File: src/rtl/atm_pkg.sv
// Shared ATM front-end constants: key codes, 7-seg display codes, entry field states.
package atm_pkg;

  localparam logic [7:0] KEY_BS    = 8'h08;
  localparam logic [7:0] KEY_ENTER = 8'h0D;
  localparam logic [7:0] KEY_ESC   = 8'h1B;
  localparam logic [7:0] KEY_0     = 8'h30;
  localparam logic [7:0] KEY_9     = 8'h39;

  localparam logic [3:0] SEG_BLANK = 4'hF;
  localparam logic [3:0] SEG_DASH  = 4'hE;

  typedef enum logic [1:0] {
    StEntry,
    StConvert,
    StPresent
  } entry_state_e;

  function automatic logic is_digit(input logic [7:0] code);
    return (code >= KEY_0) && (code <= KEY_9);
  endfunction

endpackage

File: src/rtl/bcd_digit_stack.sv
// BCD digit stack: new digits enter at the right (nibble 0), backspace drops the rightmost.
module bcd_digit_stack #(
  parameter int unsigned MaxDigits = 4,
  localparam int unsigned CntW     = $clog2(MaxDigits + 1),
  localparam int unsigned StackW   = 4 * MaxDigits
) (
  input  logic              clk,
  input  logic              rst_n,
  input  logic              clr_i,
  input  logic              push_i,
  input  logic              pop_i,
  input  logic [3:0]        digit_i,
  output logic [StackW-1:0] stack_o,
  output logic [CntW-1:0]   count_o
);

  logic [StackW-1:0] stack_q, stack_d;
  logic [CntW-1:0]   count_q, count_d;

  // Next stack contents; caller guarantees push only below capacity, pop only when non-empty.
  always_comb begin
    stack_d = stack_q;
    count_d = count_q;
    if (clr_i) begin
      stack_d = '0;
      count_d = '0;
    end else if (push_i) begin
      stack_d = (stack_q << 4) | StackW'(digit_i);
      count_d = count_q + 1'b1;
    end else if (pop_i) begin
      stack_d = stack_q >> 4;
      count_d = count_q - 1'b1;
    end
  end

  // Stack and count registers.
  always_ff @(posedge clk or negedge rst_n) begin
    if (!rst_n) begin
      stack_q <= '0;
      count_q <= '0;
    end else begin
      stack_q <= stack_d;
      count_q <= count_d;
    end
  end

  assign stack_o = stack_q;
  assign count_o = count_q;

endmodule

File: src/rtl/numeric_entry_field.sv
// Keyboard numeric entry field: digit collection, display image, timeout, BCD-to-binary result.
module numeric_entry_field
  import atm_pkg::*;
#(
  parameter int unsigned MAX_DIGITS  = 4,
  parameter int unsigned VAL_W       = 16,
  parameter int unsigned MASK_EN     = 0,
  parameter int unsigned TIMEOUT_CYC = 1_000_000_000,
  localparam int unsigned CntW       = $clog2(MAX_DIGITS + 1)
) (
  input  logic                    clk,
  input  logic                    rst_n,
  input  logic [7:0]              ascii_in,
  input  logic                    ascii_valid,
  input  logic                    enable,
  input  logic                    clear,
  output logic [VAL_W-1:0]        val_out,
  output logic                    val_sat,
  output logic                    val_valid,
  input  logic                    val_ready,
  output logic [CntW-1:0]         digit_count,
  output logic [4*MAX_DIGITS-1:0] disp_bcd,
  output logic                    busy,
  output logic                    err_pulse,
  output logic                    timeout
);

  localparam int unsigned StackW = 4 * MAX_DIGITS;
  localparam int unsigned AccW   = VAL_W + 4;
  localparam int unsigned IdleW  = (TIMEOUT_CYC > 1) ? $clog2(TIMEOUT_CYC) : 1;

  entry_state_e      state_q, state_d;
  logic [CntW-1:0]   count;
  logic [StackW-1:0] stack;
  logic              stk_clr, stk_push, stk_pop;
  logic [CntW-1:0]   pos_q, pos_d;
  logic [AccW-1:0]   acc_q, acc_d;
  logic              ovf_q, ovf_d;
  logic [VAL_W-1:0]  val_q, val_d;
  logic              sat_q, sat_d;
  logic              valid_q, valid_d;
  logic              err_q, err_d;
  logic              tmo_q, tmo_d;
  logic [IdleW-1:0]  idle_q, idle_d;

  logic              key_act, key_taken, full;
  logic [CntW-1:0]   pos_idx;
  logic [StackW-1:0] digit_shift;
  logic [3:0]        cur_digit;
  logic [AccW-1:0]   acc_mul;

  bcd_digit_stack #(
    .MaxDigits(MAX_DIGITS)
  ) u_stack (
    .clk    (clk),
    .rst_n  (rst_n),
    .clr_i  (stk_clr),
    .push_i (stk_push),
    .pop_i  (stk_pop),
    .digit_i(ascii_in[3:0]),
    .stack_o(stack),
    .count_o(count)
  );

  assign key_act = (state_q == StEntry) && enable && ascii_valid;
  assign full    = (count == CntW'(MAX_DIGITS));

  // Converter reads the digit at pos_q-1, walking from the most significant digit down.
  assign pos_idx     = pos_q - 1'b1;
  assign digit_shift = stack >> {pos_idx, 2'b00};
  assign cur_digit   = digit_shift[3:0];
  assign acc_mul     = (acc_q << 3) + (acc_q << 1) + AccW'(cur_digit);

  // State register.
  always_ff @(posedge clk or negedge rst_n) begin
    if (!rst_n) state_q <= StEntry;
    else        state_q <= state_d;
  end

  // Next-state logic; clear aborts from any state.
  always_comb begin
    state_d = state_q;
    if (clear) begin
      state_d = StEntry;
    end else begin
      unique case (state_q)
        StEntry:   if (key_act && ascii_in == KEY_ENTER && count != '0) state_d = StConvert;
        StConvert: if (pos_q == '0) state_d = StPresent;
        StPresent: if (val_ready) state_d = StEntry;
        default:   state_d = StEntry;
      endcase
    end
  end

  // Datapath next values: key handling, idle timeout, conversion and result handshake.
  always_comb begin
    stk_clr   = 1'b0;
    stk_push  = 1'b0;
    stk_pop   = 1'b0;
    key_taken = 1'b0;
    pos_d     = pos_q;
    acc_d     = acc_q;
    ovf_d     = ovf_q;
    val_d     = val_q;
    sat_d     = sat_q;
    valid_d   = valid_q;
    err_d     = 1'b0;
    tmo_d     = 1'b0;
    idle_d    = idle_q;
    if (clear) begin
      stk_clr = 1'b1;
      valid_d = 1'b0;
      idle_d  = '0;
    end else begin
      unique case (state_q)
        StEntry: begin
          if (key_act) begin
            if (is_digit(ascii_in)) begin
              if (full) err_d = 1'b1;
              else begin
                stk_push  = 1'b1;
                key_taken = 1'b1;
              end
            end else if (ascii_in == KEY_BS) begin
              stk_pop   = (count != '0);
              key_taken = 1'b1;
            end else if (ascii_in == KEY_ESC) begin
              stk_clr   = 1'b1;
              key_taken = 1'b1;
            end else if (ascii_in == KEY_ENTER && count != '0) begin
              pos_d     = count;
              acc_d     = '0;
              ovf_d     = 1'b0;
              key_taken = 1'b1;
            end
          end
          if (key_taken || !enable || count == '0 || TIMEOUT_CYC == 0) begin
            idle_d = '0;
          end else if (idle_q == IdleW'(TIMEOUT_CYC - 1)) begin
            stk_clr = 1'b1;
            tmo_d   = 1'b1;
            idle_d  = '0;
          end else begin
            idle_d = idle_q + 1'b1;
          end
        end
        StConvert: begin
          if (pos_q != '0) begin
            pos_d = pos_q - 1'b1;
            // Once overflowed the accumulator is frozen; only the sticky flag matters.
            if (!ovf_q) begin
              if (|acc_mul[AccW-1:VAL_W]) ovf_d = 1'b1;
              else                        acc_d = acc_mul;
            end
          end else begin
            val_d   = ovf_q ? '1 : acc_q[VAL_W-1:0];
            sat_d   = ovf_q;
            valid_d = 1'b1;
          end
        end
        StPresent: begin
          if (val_ready) begin
            valid_d = 1'b0;
            stk_clr = 1'b1;
          end
        end
        default: ;
      endcase
    end
  end

  // Datapath registers.
  always_ff @(posedge clk or negedge rst_n) begin
    if (!rst_n) begin
      pos_q   <= '0;
      acc_q   <= '0;
      ovf_q   <= 1'b0;
      val_q   <= '0;
      sat_q   <= 1'b0;
      valid_q <= 1'b0;
      err_q   <= 1'b0;
      tmo_q   <= 1'b0;
      idle_q  <= '0;
    end else begin
      pos_q   <= pos_d;
      acc_q   <= acc_d;
      ovf_q   <= ovf_d;
      val_q   <= val_d;
      sat_q   <= sat_d;
      valid_q <= valid_d;
      err_q   <= err_d;
      tmo_q   <= tmo_d;
      idle_q  <= idle_d;
    end
  end

  // Outputs and display image; the stack is frozen outside ENTRY so the display holds too.
  always_comb begin
    val_out     = val_q;
    val_sat     = sat_q;
    val_valid   = valid_q;
    digit_count = count;
    busy        = (state_q != StEntry);
    err_pulse   = err_q;
    timeout     = tmo_q;
    disp_bcd    = '1;
    for (int i = 0; i < int'(MAX_DIGITS); i++) begin
      if (i < int'(count)) disp_bcd[4*i +: 4] = (MASK_EN != 0) ? SEG_DASH : stack[4*i +: 4];
      else                 disp_bcd[4*i +: 4] = SEG_BLANK;
    end
  end

endmodule
File: config.mk
export PLATFORM = sky130hd
export DESIGN_NAME = numeric_entry_field
export DESIGN_NICKNAME = d
export VERILOG_FILES = /design/src/rtl/atm_pkg.sv /design/src/rtl/bcd_digit_stack.sv /design/src/rtl/numeric_entry_field.sv
export SDC_FILE = /design/constraint.sdc
export NUM_CORES = 1
export LEC_CHECK = 0
export ABC_AREA = 1
export ABC_CLOCK_PERIOD_IN_PS = 3850
export BUFFER_PORTS_ARGS = -buffer_cell sky130_fd_sc_hd__buf_2
export CELL_PAD_IN_SITES_DETAIL_PLACEMENT = 1
export CELL_PAD_IN_SITES_GLOBAL_PLACEMENT = 1
export CORE_ASPECT_RATIO = 0.8
export CORE_MARGIN = 4
export CORE_UTILIZATION = 35
export CTS_CLUSTER_DIAMETER = 30
export DETAILED_ROUTE_END_ITERATION = 16
export GPL_ROUTABILITY_DRIVEN = 0
export HOLD_SLACK_MARGIN = 0.02
export PLACE_DENSITY = 0.76
export SKIP_CTS_REPAIR_TIMING = 1
export SYNTH_ARGS = -nofsm -noshare
export SYNTH_HDL_FRONTEND = slang
export SYNTH_SLANG_ARGS = --single-unit
File: constraint.sdc
create_clock -name clk -period 3.85 [get_ports clk]
set_input_delay 0.77 -clock clk [delete_from_list [all_inputs] [get_ports clk]]
set_output_delay 0.77 -clock clk [all_outputs]
set_load 0.03 [all_outputs]
==> metrics.txt <==
status=complete, no violations; total gr overflow=0; Clk pwr share=0.474; Vias per Instance=just over 5; Final WS setup=approximately 0.19 ns; DIE WIDTH=163 um; #FFs+latches synth=between 90 and 100; maximum number of pins on one net before global-route repair=59; syn_nets=~940; maximum vdd drop=between 0.15 and 0.2 mV; setup_tns=0 ns; Total GRT Usage=0.193; Slew @ Worst Pin=approximately 0.93 ns; Post-DP HPWL=15200 um; Die Ht=approximately 130 um; max-cap violation count=0; DRT Wirelength=just over 20000 um; placed cells=1177; most common cell after layout, fill and taps aside=nand2_1; CP top delay family=adder cells; layout cell share with drive strength beyond 1=0.185; part of the power in registers=0.486; Pwr per Cell Area=between 200 and 300 nW/um^2; Initial Util=0.363; Root Buffer=clkbuf_16; Max-slew headroom=0.382; clock sink count=94; DRC=0; slowest stage cell, crit path=fa_1; met1 Use GR=0.290; nets=about 1000; number of port buffers=53; Detail Route Antenna Nets=0; number of vias in the routed layout=just over 6000; Core ar.=18400 sq um; CP most frequent cell=nand2_1; fin crit period=roughly 3.7 ns; critical path endpoint category=register; largest fanout on the critical path=8; top post-synthesis cells by area=dfrtp_1, nand2_1, ha_1; first-pass GRT wire length=around 34000 um; P_leak=3.53 nW; Arr. time, crit path=just under 4 ns; cell count after synthesis=just under 900; antenna cells=0; most frequent cells in the layout=nand2_1, inv_1, dfrtp_1; Sw Share=0.241; Final Hold Fails=0; Gate power share=0.040; crit-path cells=inv_1, ha_4, a21oi_1, o21ai_0, a21o_1, fa_1, fa_1, inv_2, nand2_1, nand2_2, nand2_1, o21bai_2, nand2_1, nand2_1, nand2_1, nand2_1, nor2_2, nand2_2, nand2_8, nand2_8, nand2_1, nand2_1, inv_1; worst-skew pair later-pin latency=0.36 ns; Internal=roughly 1.5 mW; FP Rows=between 40 and 50; setup slack at placement=approximately 0.014 ns; initial antenna violation count=1; Detailed Routing Iterations Pass 1=4; GR peak layer=met2; Clock Path Buffers=2; final non-filler cell total=between 1000 and 1500; top cell type's share of synthesized area=0.352; Avg Synthesized Cell Area=about 7.5 sq um; H-tree levels=3; P&R area growth vs syn=13.9%; Routed WL per cell=about 17 um; Netlist Area Pre-Place=~6700 sq um; critical path class=reg -> reg; required time of the critical path=about 4.1 ns; CP peak stage delay=0.52 ns; grt met2 use=0.290; vias in the first global route=6369; Syn. warnings=0; sequential element share of the synthesized area=0.352; FMAX=273 MHz; CTS tree=built; final setup vio count=0; final worst-path cycle share=0.950; CP Launch Type=register; Die Footprint=roughly 21000 sq um; clk slew on worst S/H paths=about 0.07 ns; skew final=0.0134 ns; post-synthesis cell type count=47; CP bufs+invs=3; met3 Resource Use GR=0.0401; fin. max-slew vios=0; CTS Buf Count=9; Switch Pwr=0.493 mW; Hold Crit Class=reg -> reg; io pins=54; largest area contributor in the netlist=dfrtp_1; drt first-iter violations=402
## power groups by stage
stage	combinational [mW]	sequential, mW	clock, mW
2_1_floorplan	0.0427	1.01	0
3_3_place_gp	0.0822	1.01	0
3_5_place_dp	0.0841	1.01	0
4_1_cts	0.0843	0.994	0.987
5_1_grt	0.0937	0.994	1.02
6_report	0.0812	0.994	0.968
## state kept, by name, summed over array words and instances (netlist names), 2 cells and up
name             cells
acc_q               19
u_stack.stack_o     16
state_q              2
pos_q                3
idle_q              30
u_stack.count_o      3
val_out             16
## worst reg2reg max path: stages (launching register included)
cell and delay [ns]:
dfrtp_1 0.38, inv_1 0.13, ha_4 0.24, a21oi_1 0.11
o21ai_0 0.11, a21o_1 0.21, fa_1 0.52, fa_1 0.45
inv_2 0.08, nand2_1 0.06, nand2_2 0.08, nand2_1 0.09
o21bai_2 0.18, nand2_1 0.11, nand2_1 0.08, nand2_1 0.06
nand2_1 0.07, nor2_2 0.05, nand2_2 0.10, nand2_8 0.12
nand2_8 0.16, nand2_1 0.08, nand2_1 0.06, inv_1 0.04
## layer usage
metal  share of wire  routed length, um
met4          0.0083                172
met3           0.049               1020
met5         0.00097                 20
met2            0.44               9050
met1            0.50              10400
## synth_stat cells (all sizes together)
cell type    n
nor4         7
ha          41
a22oi        1
o21bai       4
a21oi       40
o31ai        1
a221oi       1
clkinv       1
o221ai       1
buf         14
o21ai       97
nand3b       1
nand2      213
fa           2
nand4       22
inv        109
xor2        18
a31oi        4
nor2        93
nor3b        2
or2          8
o21a         1
and3         1
nor3        26
a21boi       2
clkbuf       8
dfrtp       94
o22ai       16
nand3       55
a21o         3
## area by class of cell
class                   instances  area, sq um
fillers                      2327        10800
multi-input cells             663         3870
flip-flops and latches         94         2350
inverters                     110          420
repair buffers                 63          347
well taps                     253          317
clock buffers                  11          253
clock inverters                 5         57.6
## final timing paths
kind / slack (ns) / to / cells past startpoint / from
setup / recovery: 0.19 / acc_q[13] / 23 / pos_q[0]
hold / removal: 0.48 / val_out[11] / 2 / val_out[11]
setup reg to reg: 0.19 / acc_q[13] / 23 / pos_q[0]
hold reg to reg: 0.48 / val_out[11] / 2 / val_out[11]
max in group asynchronous: 2.55 / val_out[1] / 2 / rst_n
min in group asynchronous: 0.50 / acc_q[14] / 1 / rst_n
## cells by family (layout without fill, tap and decap cells)
family,count (synthesis),in the layout,synth area share
and+or+nand+nor,428,431,0.300
AOI/OAI and AO/OA,171,171,0.157
buffers and inverters,132,189,0.0844
DFF,94,94,0.352
adders and majority gates,43,43,0.0827
xor gates and xnor gates,18,18,0.0236
## through the flow
| step | hold slack, ns | cell area [sq um] | utilization | power (mW) |
|---|---|---|---|---|
| floorplan | 0.474 | 6690 | - | 1.06 |
| global placement | 0.467 | 7170 | 0.389 | 1.10 |
| detailed placement | 0.468 | 7170 | 0.389 | 1.10 |
| CTS | 0.486 | 7480 | 0.406 | 2.07 |
| global route | 0.505 | 7610 | 0.413 | 2.11 |
| finish | 0.480 | 7610 | 0.413 | 2.04 |
No activity file was read; power rests on OpenSTA's default activity.
